<file path="config.mk">
export PLATFORM = sky130hd
export DESIGN_NAME = mips_dbg_port
export DESIGN_NICKNAME = d
export VERILOG_FILES = /design/src/rtl/mips_dbg_pkg.sv /design/src/rtl/mips_dbg_cyc_cnt.sv /design/src/rtl/mips_dbg_port.sv
export SDC_FILE = /design/constraint.sdc
export NUM_CORES = 1
export LEC_CHECK = 0
export BUFFER_PORTS_ARGS = -buffer_cell sky130_fd_sc_hd__buf_2
export CAP_MARGIN = 5
export CORE_MARGIN = 5
export CORE_UTILIZATION = 45
export CTS_CLUSTER_DIAMETER = 200
export DETAILED_ROUTE_END_ITERATION = 16
export GPL_TIMING_DRIVEN = 0
export PLACE_DENSITY = 0.76
export SLEW_MARGIN = 20
export SYNTH_ARGS = -nofsm -noshare
export SYNTH_HDL_FRONTEND = slang
export SYNTH_SLANG_ARGS = --single-unit
</file>
<file path="constraint.sdc">
create_clock -name clk1 -period 2.89 [get_ports clk1]
set_input_delay 0.578 -clock clk1 [delete_from_list [all_inputs] [get_ports clk1]]
set_output_delay 0.578 -clock clk1 [all_outputs]
set_load 0.005 [all_outputs]
</file>
<file path="src/rtl/mips_dbg_pkg.sv">
// Shared encodings for the mips debug port: command ops, FSM states and
// the position of the timeout flag in a RUN response.
package mips_dbg_pkg;

  typedef enum logic [1:0] {
    OP_MEMWR  = 2'b00,
    OP_REGRD  = 2'b01,
    OP_RUN    = 2'b10,
    OP_STATUS = 2'b11
  } op_e;

  typedef enum logic [2:0] {
    ST_IDLE,
    ST_MEMWR,
    ST_RDADDR,
    ST_RDCAP,
    ST_CLR,
    ST_RUN,
    ST_RESP
  } state_e;

  localparam int TIMEOUT_BIT = 31;

endpackage

</file>
<file path="src/rtl/mips_dbg_cyc_cnt.sv">
// Saturating run-cycle counter. 'count' already includes the current
// enabled cycle, so the caller can report it at the same edge it stops.
module mips_dbg_cyc_cnt #(
  parameter int              CW      = 16,
  parameter logic [CW-1:0]   MAX_CYC = 16'hFFFF
) (
  input  logic          clk1,
  input  logic          rst_n,
  input  logic          clr,
  input  logic          en,
  output logic [CW-1:0] count,
  output logic          at_max
);

  logic [CW-1:0] count_q, count_d;

  always_comb begin
    count_d = count_q;
    if (clr) begin
      count_d = '0;
    end else if (en && (count_q != MAX_CYC)) begin
      count_d = count_q + CW'(1);
    end
  end

  // NOTE: sequential state uses non-blocking assignments so every flop
  // samples the pre-edge values regardless of block ordering.
  always_ff @(posedge clk1 or negedge rst_n) begin
    if (!rst_n) count_q <= '0;
    else        count_q <= count_d;
  end

  assign count  = count_d;
  assign at_max = (count_d == MAX_CYC);

endmodule

</file>
<file path="src/rtl/mips_dbg_port.sv">
// Host-side load/run/dump controller for the mips core: accepts commands,
// writes instruction memory, reads registers and times runs to halt.
module mips_dbg_port
  import mips_dbg_pkg::*;
#(
  parameter int            AW      = 10,
  parameter int            DW      = 32,
  parameter int            RW      = 5,
  parameter int            CW      = 16,
  parameter logic [CW-1:0] MAX_CYC = 16'hFFFF
) (
  input  logic          clk1,
  input  logic          rst_n,
  input  logic          cmd_valid,
  output logic          cmd_ready,
  input  logic [1:0]    cmd_op,
  input  logic [AW-1:0] cmd_addr,
  input  logic [DW-1:0] cmd_data,
  output logic          rsp_valid,
  input  logic          rsp_ready,
  output logic [DW-1:0] rsp_data,
  output logic          mem_we,
  output logic [AW-1:0] mem_addr,
  output logic [DW-1:0] mem_wdata,
  output logic [RW-1:0] reg_raddr,
  input  logic [DW-1:0] reg_rdata,
  output logic          core_clr,
  output logic          core_run,
  input  logic          core_halted
);

  state_e        state_q, state_d;
  logic          cmd_ready_q, cmd_ready_d;
  logic          rsp_valid_q, rsp_valid_d;
  logic [DW-1:0] rsp_data_q, rsp_data_d;
  logic          mem_we_q, mem_we_d;
  logic [AW-1:0] mem_addr_q, mem_addr_d;
  logic [DW-1:0] mem_wdata_q, mem_wdata_d;
  logic [RW-1:0] reg_raddr_q, reg_raddr_d;
  logic          core_clr_q, core_clr_d;
  logic          core_run_q, core_run_d;
  logic          last_to_q, last_to_d;

  logic          cnt_clr, cnt_en, cnt_at_max;
  logic [CW-1:0] cnt_val;
  logic [DW-1:0] run_word, status_word;
  op_e           op;

  assign op = op_e'(cmd_op);

  mips_dbg_cyc_cnt #(
    .CW      (CW),
    .MAX_CYC (MAX_CYC)
  ) u_cnt (
    .clk1   (clk1),
    .rst_n  (rst_n),
    .clr    (cnt_clr),
    .en     (cnt_en),
    .count  (cnt_val),
    .at_max (cnt_at_max)
  );

  // A halt in the timeout cycle is a clean halt, not a timeout.
  always_comb begin
    run_word                 = '0;
    run_word[CW-1:0]         = cnt_val;
    run_word[TIMEOUT_BIT]    = cnt_at_max & ~core_halted;
    status_word              = '0;
    status_word[0]           = core_halted;
    status_word[1]           = last_to_q;
    status_word[CW+1:2]      = cnt_val;
  end

  // NOTE: every signal assigned here gets a default first, otherwise a
  // path that skips it would infer a latch.
  always_comb begin
    state_d     = state_q;
    cmd_ready_d = 1'b0;
    rsp_valid_d = rsp_valid_q;
    rsp_data_d  = rsp_data_q;
    mem_we_d    = 1'b0;
    mem_addr_d  = mem_addr_q;
    mem_wdata_d = mem_wdata_q;
    reg_raddr_d = reg_raddr_q;
    core_clr_d  = 1'b0;
    core_run_d  = 1'b0;
    last_to_d   = last_to_q;
    cnt_clr     = 1'b0;
    cnt_en      = 1'b0;

    unique case (state_q)
      ST_IDLE: begin
        cmd_ready_d = 1'b1;
        if (cmd_valid && cmd_ready_q) begin
          cmd_ready_d = 1'b0;
          unique case (op)
            OP_MEMWR: begin
              state_d     = ST_MEMWR;
              mem_we_d    = 1'b1;
              mem_addr_d  = cmd_addr;
              mem_wdata_d = cmd_data;
            end
            OP_REGRD: begin
              state_d     = ST_RDADDR;
              reg_raddr_d = cmd_addr[RW-1:0];
            end
            OP_RUN: begin
              state_d    = ST_CLR;
              core_clr_d = 1'b1;
            end
            OP_STATUS: begin
              state_d     = ST_RESP;
              rsp_valid_d = 1'b1;
              rsp_data_d  = status_word;
            end
          endcase
        end
      end
      ST_MEMWR: begin
        state_d     = ST_IDLE;
        cmd_ready_d = 1'b1;
      end
      ST_RDADDR: state_d = ST_RDCAP;
      ST_RDCAP: begin
        state_d     = ST_RESP;
        rsp_valid_d = 1'b1;
        rsp_data_d  = reg_rdata;
      end
      ST_CLR: begin
        state_d    = ST_RUN;
        cnt_clr    = 1'b1;
        core_run_d = 1'b1;
      end
      ST_RUN: begin
        cnt_en = 1'b1;
        if (core_halted || cnt_at_max) begin
          state_d     = ST_RESP;
          rsp_valid_d = 1'b1;
          rsp_data_d  = run_word;
          last_to_d   = run_word[TIMEOUT_BIT];
        end else begin
          core_run_d = 1'b1;
        end
      end
      ST_RESP: begin
        if (rsp_ready) begin
          state_d     = ST_IDLE;
          rsp_valid_d = 1'b0;
          cmd_ready_d = 1'b1;
        end
      end
      default: begin
        state_d     = ST_IDLE;
        cmd_ready_d = 1'b1;
      end
    endcase
  end

  // NOTE: every control and datapath flop is reset so that an abort in any
  // state leaves no stale strobe, run enable or response behind.
  always_ff @(posedge clk1 or negedge rst_n) begin
    if (!rst_n) begin
      state_q     <= ST_IDLE;
      cmd_ready_q <= 1'b1;
      rsp_valid_q <= 1'b0;
      rsp_data_q  <= '0;
      mem_we_q    <= 1'b0;
      mem_addr_q  <= '0;
      mem_wdata_q <= '0;
      reg_raddr_q <= '0;
      core_clr_q  <= 1'b0;
      core_run_q  <= 1'b0;
      last_to_q   <= 1'b0;
    end else begin
      state_q     <= state_d;
      cmd_ready_q <= cmd_ready_d;
      rsp_valid_q <= rsp_valid_d;
      rsp_data_q  <= rsp_data_d;
      mem_we_q    <= mem_we_d;
      mem_addr_q  <= mem_addr_d;
      mem_wdata_q <= mem_wdata_d;
      reg_raddr_q <= reg_raddr_d;
      core_clr_q  <= core_clr_d;
      core_run_q  <= core_run_d;
      last_to_q   <= last_to_d;
    end
  end

  assign cmd_ready = cmd_ready_q;
  assign rsp_valid = rsp_valid_q;
  assign rsp_data  = rsp_data_q;
  assign mem_we    = mem_we_q;
  assign mem_addr  = mem_addr_q;
  assign mem_wdata = mem_wdata_q;
  assign reg_raddr = reg_raddr_q;
  assign core_clr  = core_clr_q;
  assign core_run  = core_run_q;

endmodule
</file>
==> results.sh, run 1 <==
export IMPL_yosys_warnings=0
export IMPL_clk_root_buffer_cell="sky130_fd_sc_hd__clkbuf_8"
export IMPL_cap_viol_max_count=0
export IMPL_io_pins=165
export IMPL_synth_largest_type_area_fraction_pct=54.4
export IMPL_die_x_um=113
export IMPL_layout_cells_most_common_list="sky130_fd_sc_hd__buf_2 (163), sky130_fd_sc_hd__nand2_1 (154), sky130_fd_sc_hd__dfrtp_1 (98)"
export IMPL_layout_min_cycle_time_ns=2.84
export IMPL_final_core_utilization_pct=61.5
export IMPL_place_area_um2=5760
export IMPL_vias_in_the_first_global_route=4692
export IMPL_dp_hpwl_um=10400
export IMPL_grt_setup_unrepaired="false"
export IMPL_pin_slew_with_the_least_headroom_to_its_limit_ns=0.787
export IMPL_synth_edff_count=0
export IMPL_grt_pass1_wl_um=23200
export IMPL_ys_ff_latch=104
export IMPL_initial_utilization_pct=46.1
export IMPL_cpMaxStageDelayCell="sky130_fd_sc_hd__or4_4"
export IMPL_grt_resource_usage_total_pct=22.8
export IMPL_final_setup_tns_ns=0
export IMPL_report_final_hold_viol_count=0
export IMPL_critical_path_class="flip-flop to flip-flop"
export IMPL_design_area_um2=6320
export IMPL_min_period_over_period_pct=98.3
export IMPL_worstPathRequired_ns=3.15
export IMPL_portBuffers=164
export IMPL_layout_cells_most_common="sky130_fd_sc_hd__buf_2"
export IMPL_setup_violations=0
export IMPL_run_status="finished clean"
export IMPL_fp_dieArea_um2=12700
export IMPL_postSynth_topFlopCell="sky130_fd_sc_hd__dfrtp_1"
export IMPL_timing_max_transition_violations_final=0
export IMPL_routabilityCongestion=0.923
export IMPL_drt_pre_antenna_iters=7
export IMPL_rr_endpoint="rsp_data[2]"
export IMPL_synthesis_area_um2=4740
export IMPL_clkLatencyLatePin_ns=0.37
export IMPL_antennaDiodeCount=0
export IMPL_slew_headroom_pct=47.5
export IMPL_cts_max_level=3
export IMPL_fin_nets=780
export IMPL_critPathCaptureType="flip-flop"
export IMPL_power_leakage_nw=3.42
export IMPL_combinational_family_with_the_most_area_after_synthesis="simple AND/OR/NAND/NOR gates"
export IMPL_worstPathArrival_ns=3.11
export IMPL_hold_path_class="input pin to asynchronous set/reset pin"
export IMPL_mean_instance_size_in_the_synthesized_netlist_um2=9.61
export IMPL_cts_tree="done"
export IMPL_critical_path_max_stage_delay_ns=0.59
export IMPL_clkTransAtPathRegs_ns=0.10
export IMPL_critical_path_cell_chain="nand3_1, or4_4, o31a_1, o22ai_1, a21oi_1, and4_4, o31ai_4, buf_4, buf_4, mux2_2"
export IMPL_final_cells=838
export IMPL_share_of_post_route_cells_with_drive_strength_above_1_pct=37.9
export IMPL_cts_root_to_sink_buffers=2
export IMPL_synth_async_sr_flop_share_pct=100
export IMPL_area_growth_syn_to_layout_pct=33.3
export IMPL_initialDrtViolationCount=324
export IMPL_synthesis_nets=576
export IMPL_tritoncts_num_buffers=9
export IMPL_cts_hold_fix_buffers=0
export IMPL_core_um2=10300
export IMPL_wl_per_cell_um=17.2
export IMPL_dp_slack_ns=-0.276
export IMPL_post_place_cells=794
export IMPL_die_height_um=113
export IMPL_grt_max_degree=57
export IMPL_synth_simple_gate_area_share_pct=22.3
export IMPL_timing_reg2reg_worst_path_depth=10
export IMPL_final_critical_path_setup_slack_ns=0.0485
export IMPL_synth_mux_area_share_pct=5.65
export IMPL_critical_path_top_cell_by_count="sky130_fd_sc_hd__buf_4"
export IMPL_syn_inst=493
export IMPL_cp_max_fo=6
export IMPL_p_per_area_nw_per_um2=862
export IMPL_remaining_drc_errors=0
export IMPL_critPathLaunchType="flip-flop"
export IMPL_grt_antenna_before_repair=0
export IMPL_route_antenna_remaining_nets=0
export IMPL_compound_cell_area_share_of_the_yosys_netlist_pct=11.8
export IMPL_crit_reg2reg_launch="u_cnt.count_q[7]"
export IMPL_synthAdderAreaFrac_pct=0.528
export IMPL_route_final_wire_length_um=14500
export IMPL_via_per_inst=5.37
export IMPL_skew_ns=0.00907
export IMPL_worst_ir_drop_vdd_v=0.000401
export IMPL_post_synth_num_cell_types=49
export IMPL_worst_r2r_setup_slack_ns=0.05
export IMPL_cts_sinks=104
export IMPL_synth_sequential_area_ratio_pct=55.0
export IMPL_via_count=4501
export IMPL_grt_overflow_total=0
export IMPL_synth_largest_area_cell="sky130_fd_sc_hd__dfrtp_1"
export IMPL_max_freq_mhz=352
export IMPL_xor_xnor_portion_of_the_synthesized_cell_area_pct=1.66
export IMPL_std_cell_rows=37
export IMPL_post_synth_main_area_contributors="sky130_fd_sc_hd__dfrtp_1 (54%), sky130_fd_sc_hd__nand2_1 (12%), sky130_fd_sc_hd__mux2_2 (5.0%)"
==> final cells by class <==
| cell class | count | area (um^2) |
|---|---|---|
| well taps | 136 | 170 |
| fillers | 905 | 3960 |
| repair buffers | 195 | 1080 |
| inverters | 13 | 48.8 |
| plain buffers | 18 | 100 |
| flip-flops and latches | 104 | 2610 |
| clock inverters | 5 | 62.6 |
| clock buffers | 11 | 151 |
| multi-input cells | 356 | 2090 |
==> repair_timing <==
action	in CTS	in global routing
buffers inserted	22	7
endpoints found under the hold margin	0	0
pin swaps	3	7
setup endpoints to repair	32	28
gates resized for setup	18	19
cloned	1	0
==> cell families (layout without fill, tap and decap cells) <==
family | count (synthesis) | after routing
multiplexers | 24 | 24
flip-flops | 104 | 104
AO/OA/AOI/OAI | 81 | 81
AND/OR/NAND/NOR | 240 | 240
adder cells (fa/ha/maj) | 2 | 2
buffers and inverters | 33 | 242
XOR/XNOR | 9 | 9
==> worst max-delay path, delay by kind of cell, from the launching register on <==
kind	cells	cell delay, ns
multiplexers	1	0.33
AND/OR/NAND/NOR	3	0.93
buffers and inverters	2	0.31
AO/OA/AOI/OAI	4	0.76
flip-flops	1	0.42
==> through the flow <==
step                      hold WS, ns  total power, W
after floorplan                 0.282         0.00338
after global placement          0.453         0.00422
after detailed placement        0.456         0.00429
after CTS                       0.139         0.00541
after global routing            0.148         0.00583
final                           0.134         0.00545
==> registers in the layout (all words and copies together), names as in the netlist, 3 cells and up <==
name	flops
reg_raddr	5
rsp_data	32
state_q	3
u_cnt.count_q	16
mem_addr	10
mem_wdata	32
==> cells in the mapped netlist, drive strengths merged, types with 2 or more instances <==
cell type,count
buf,7
o21ai,12
and4,10
mux2i,2
o31ai,2
ha,2
a22o,16
o211ai,4
mux2,22
o22ai,9
clkinv,2
nor3,10
a22oi,6
and3,4
nand2b,3
and2,3
nor2,32
nor3b,2
xor2,4
a21oi,19
nand3,5
dfrtp,103
clkbuf,13
or2,2
nand4,9
nor2b,2
xnor2,5
a211oi,4
nand2,155
inv,11
==> layer usage <==
layer	GRT usage (%)	part of all wire, %
met5	0	0
met4	8.01	2.4
met3	7.92	11
met1	27.1	38
met2	38.3	49
==> worst max-delay path by stage <==
stage                               to             start  cells past startpoint  slack (ns)
after detailed placement   rsp_data[3]  u_cnt.count_q[5]                     10       -0.28
after global routing       rsp_data[2]  u_cnt.count_q[5]                     11       0.006
after floorplan           rsp_data[10]        state_q[2]                     11        0.06
final                      rsp_data[2]  u_cnt.count_q[7]                     10        0.05
after global placement     rsp_data[7]  u_cnt.count_q[5]                     10       -0.28
after CTS                  rsp_data[2]  u_cnt.count_q[1]                     11       0.006
==> where the power goes <==
part	internal, W	switching, W
clock network	0.000453	0.000512
logic	0.00105	0.00123
registers	0.00194	0.000259
(Power assumes the default switching activity.)
==> run 2: changes to the inputs <==
Settings changed: PLACE_DENSITY 0.76 to 0.79.
==> results.sh, run 2 (synthesis results as in run 1) <==
export IMPL_p_per_area_nw_per_um2=858
export IMPL_die_height_um=113
export IMPL_via_per_inst=5.41
export IMPL_worstPathRequired_ns=3.14
export IMPL_design_area_um2=6310
export IMPL_area_growth_syn_to_layout_pct=33.2
export IMPL_fin_nets=779
export IMPL_grt_max_degree=71
export IMPL_remaining_drc_errors=0
export IMPL_die_x_um=113
export IMPL_skew_ns=0.0138
export IMPL_worstPathArrival_ns=3.05
export IMPL_wl_per_cell_um=17.0
export IMPL_cts_sinks=104
export IMPL_hold_ws_ns=0.0921
export IMPL_report_final_hold_viol_count=0
export IMPL_min_period_over_period_pct=97.1
export IMPL_place_area_um2=5760
export IMPL_cp_max_fo=5
export IMPL_cts_tree="done"
export IMPL_routabilityCongestion=0.927
export IMPL_grt_overflow_total=0
export IMPL_initialDrtViolationCount=294
export IMPL_dp_hpwl_um=10500
export IMPL_hold_path_class="input pin to asynchronous set/reset pin"
export IMPL_cts_max_level=3
export IMPL_grt_antenna_before_repair=0
export IMPL_via_count=4530
export IMPL_critical_path_class="flip-flop to flip-flop"
export IMPL_share_of_post_route_cells_with_drive_strength_above_1_pct=37.9
export IMPL_slew_headroom_pct=43.4
export IMPL_run_status="finished clean"
export IMPL_layout_min_cycle_time_ns=2.81
export IMPL_clkLatencyLatePin_ns=0.36
export IMPL_io_pins=165
export IMPL_power_leakage_nw=3.44
export IMPL_std_cell_rows=37
export IMPL_cap_viol_max_count=0
export IMPL_core_um2=10300
export IMPL_portBuffers=164
export IMPL_fp_dieArea_um2=12700
export IMPL_drt_pre_antenna_iters=5
export IMPL_timing_max_transition_violations_final=0
export IMPL_max_freq_mhz=356
export IMPL_route_antenna_remaining_nets=0
export IMPL_critPathCaptureType="flip-flop"
export IMPL_final_critical_path_setup_slack_ns=0.0840
export IMPL_setup_violations=0
export IMPL_worst_ir_drop_vdd_v=0.000448
export IMPL_vias_in_the_first_global_route=4735
export IMPL_antennaDiodeCount=0
export IMPL_cts_root_to_sink_buffers=2
export IMPL_pin_slew_with_the_least_headroom_to_its_limit_ns=0.847
export IMPL_tritoncts_num_buffers=9
export IMPL_clk_root_buffer_cell="sky130_fd_sc_hd__clkbuf_8"
export IMPL_initial_utilization_pct=46.1
export IMPL_route_final_wire_length_um=14200
export IMPL_post_place_cells=794
export IMPL_layout_cells_most_common="sky130_fd_sc_hd__buf_2"
export IMPL_final_cells=837
export IMPL_grt_resource_usage_total_pct=22.5
export IMPL_dp_slack_ns=-0.314
export IMPL_critPathLaunchType="flip-flop"
export IMPL_grt_pass1_wl_um=23200
export IMPL_clkTransAtPathRegs_ns=0.10
export IMPL_layout_cells_most_common_list="sky130_fd_sc_hd__buf_2 (163), sky130_fd_sc_hd__nand2_1 (154), sky130_fd_sc_hd__dfrtp_1 (100)"
[run 2: cell types whose count changed in the layout (fill, tap and decap cells not counted), moves of 3 or more]
cell                     delta
sky130_fd_sc_hd__nor3_2     +3
sky130_fd_sc_hd__buf_4      -3
sky130_fd_sc_hd__mux2_2     -5
sky130_fd_sc_hd__mux2_4     +6
[run 2: path summary, 6_finish.rpt]
path | start | to | slack (ns) | depth (start not counted)
hold / removal | rst_n | rsp_data[8] | 0.09 | 1
setup reg to reg | u_cnt.count_q[1] | rsp_data[7] | 0.08 | 11
min in group clk1 | cmd_data[27] | mem_wdata[27] | 0.39 | 3
hold reg to reg | mem_wdata[12] | mem_wdata[12] | 0.48 | 2
setup / recovery | u_cnt.count_q[1] | rsp_data[7] | 0.08 | 11
max in group asynchronous | rst_n | cmd_ready | 2.11 | 2
[run 2: final cells by class]
| type | count | area (um^2) |
|---|---|---|
| Clock inverter | 5 | 40.0 |
| Multi-Input combinational cell | 356 | 2110 |
| Fill cell | 908 | 3960 |
| Sequential cell | 104 | 2610 |
| Timing Repair Buffer | 194 | 1080 |
| Inverter | 13 | 48.8 |
| Clock buffer | 11 | 151 |
| Tap cell | 136 | 170 |
| Buffer | 18 | 100 |
[run 2: where the power goes]
part           switching [W]  total [W]  internal [W]
Sequential          0.000260    0.00220       0.00194
Clock               0.000514   0.000881      0.000367
Combinational        0.00124    0.00234       0.00110
Total                0.00202    0.00542       0.00340
[run 2: routing by layer]
| metal | GRT usage [%] | up-vias | share of wire [%] |
|---|---|---|---|
| li1 | - | 2110 | - |
| met1 | 27.2 | 2165 | 38 |
| met2 | 37.4 | 219 | 49 |
| met3 | 7.12 | 36 | 10 |
| met4 | 9.29 | 0 | 3.1 |
| met5 | 0 | - | 0 |
[run 2: critical path, cell delays in order, from the launching register on]
cell and delay (ns):
sky130_fd_sc_hd__dfrtp_1 0.41, sky130_fd_sc_hd__ha_2 0.23, sky130_fd_sc_hd__and4_1 0.26, sky130_fd_sc_hd__nand4_1 0.21, sky130_fd_sc_hd__and3_1 0.28, sky130_fd_sc_hd__xnor2_2 0.22, sky130_fd_sc_hd__nor3_1 0.09, sky130_fd_sc_hd__and4_4 0.17
sky130_fd_sc_hd__o31ai_4 0.22, sky130_fd_sc_hd__buf_6 0.16, sky130_fd_sc_hd__buf_6 0.13, sky130_fd_sc_hd__mux2_2 0.33
[run 2: metrics by stage]
step	TNS [ns]	total power (W)	util, %
finish	0	0.00542	61.4
global route	-0.0653	0.00581	61.4
CTS	-0.131	0.00542	60.7
detailed placement	-7.02	0.00432	56.1
global placement	-5.46	0.00422	55.7
floorplan	0	0.00338	-
[run 2: what timing repair did]
item                       CTS  global route
setup endpoints to repair   32            32
setup buffers               22             6
pin swaps                    6             8
gates cloned                 1             0
resized for setup           33            10
hold buffers                 0             0
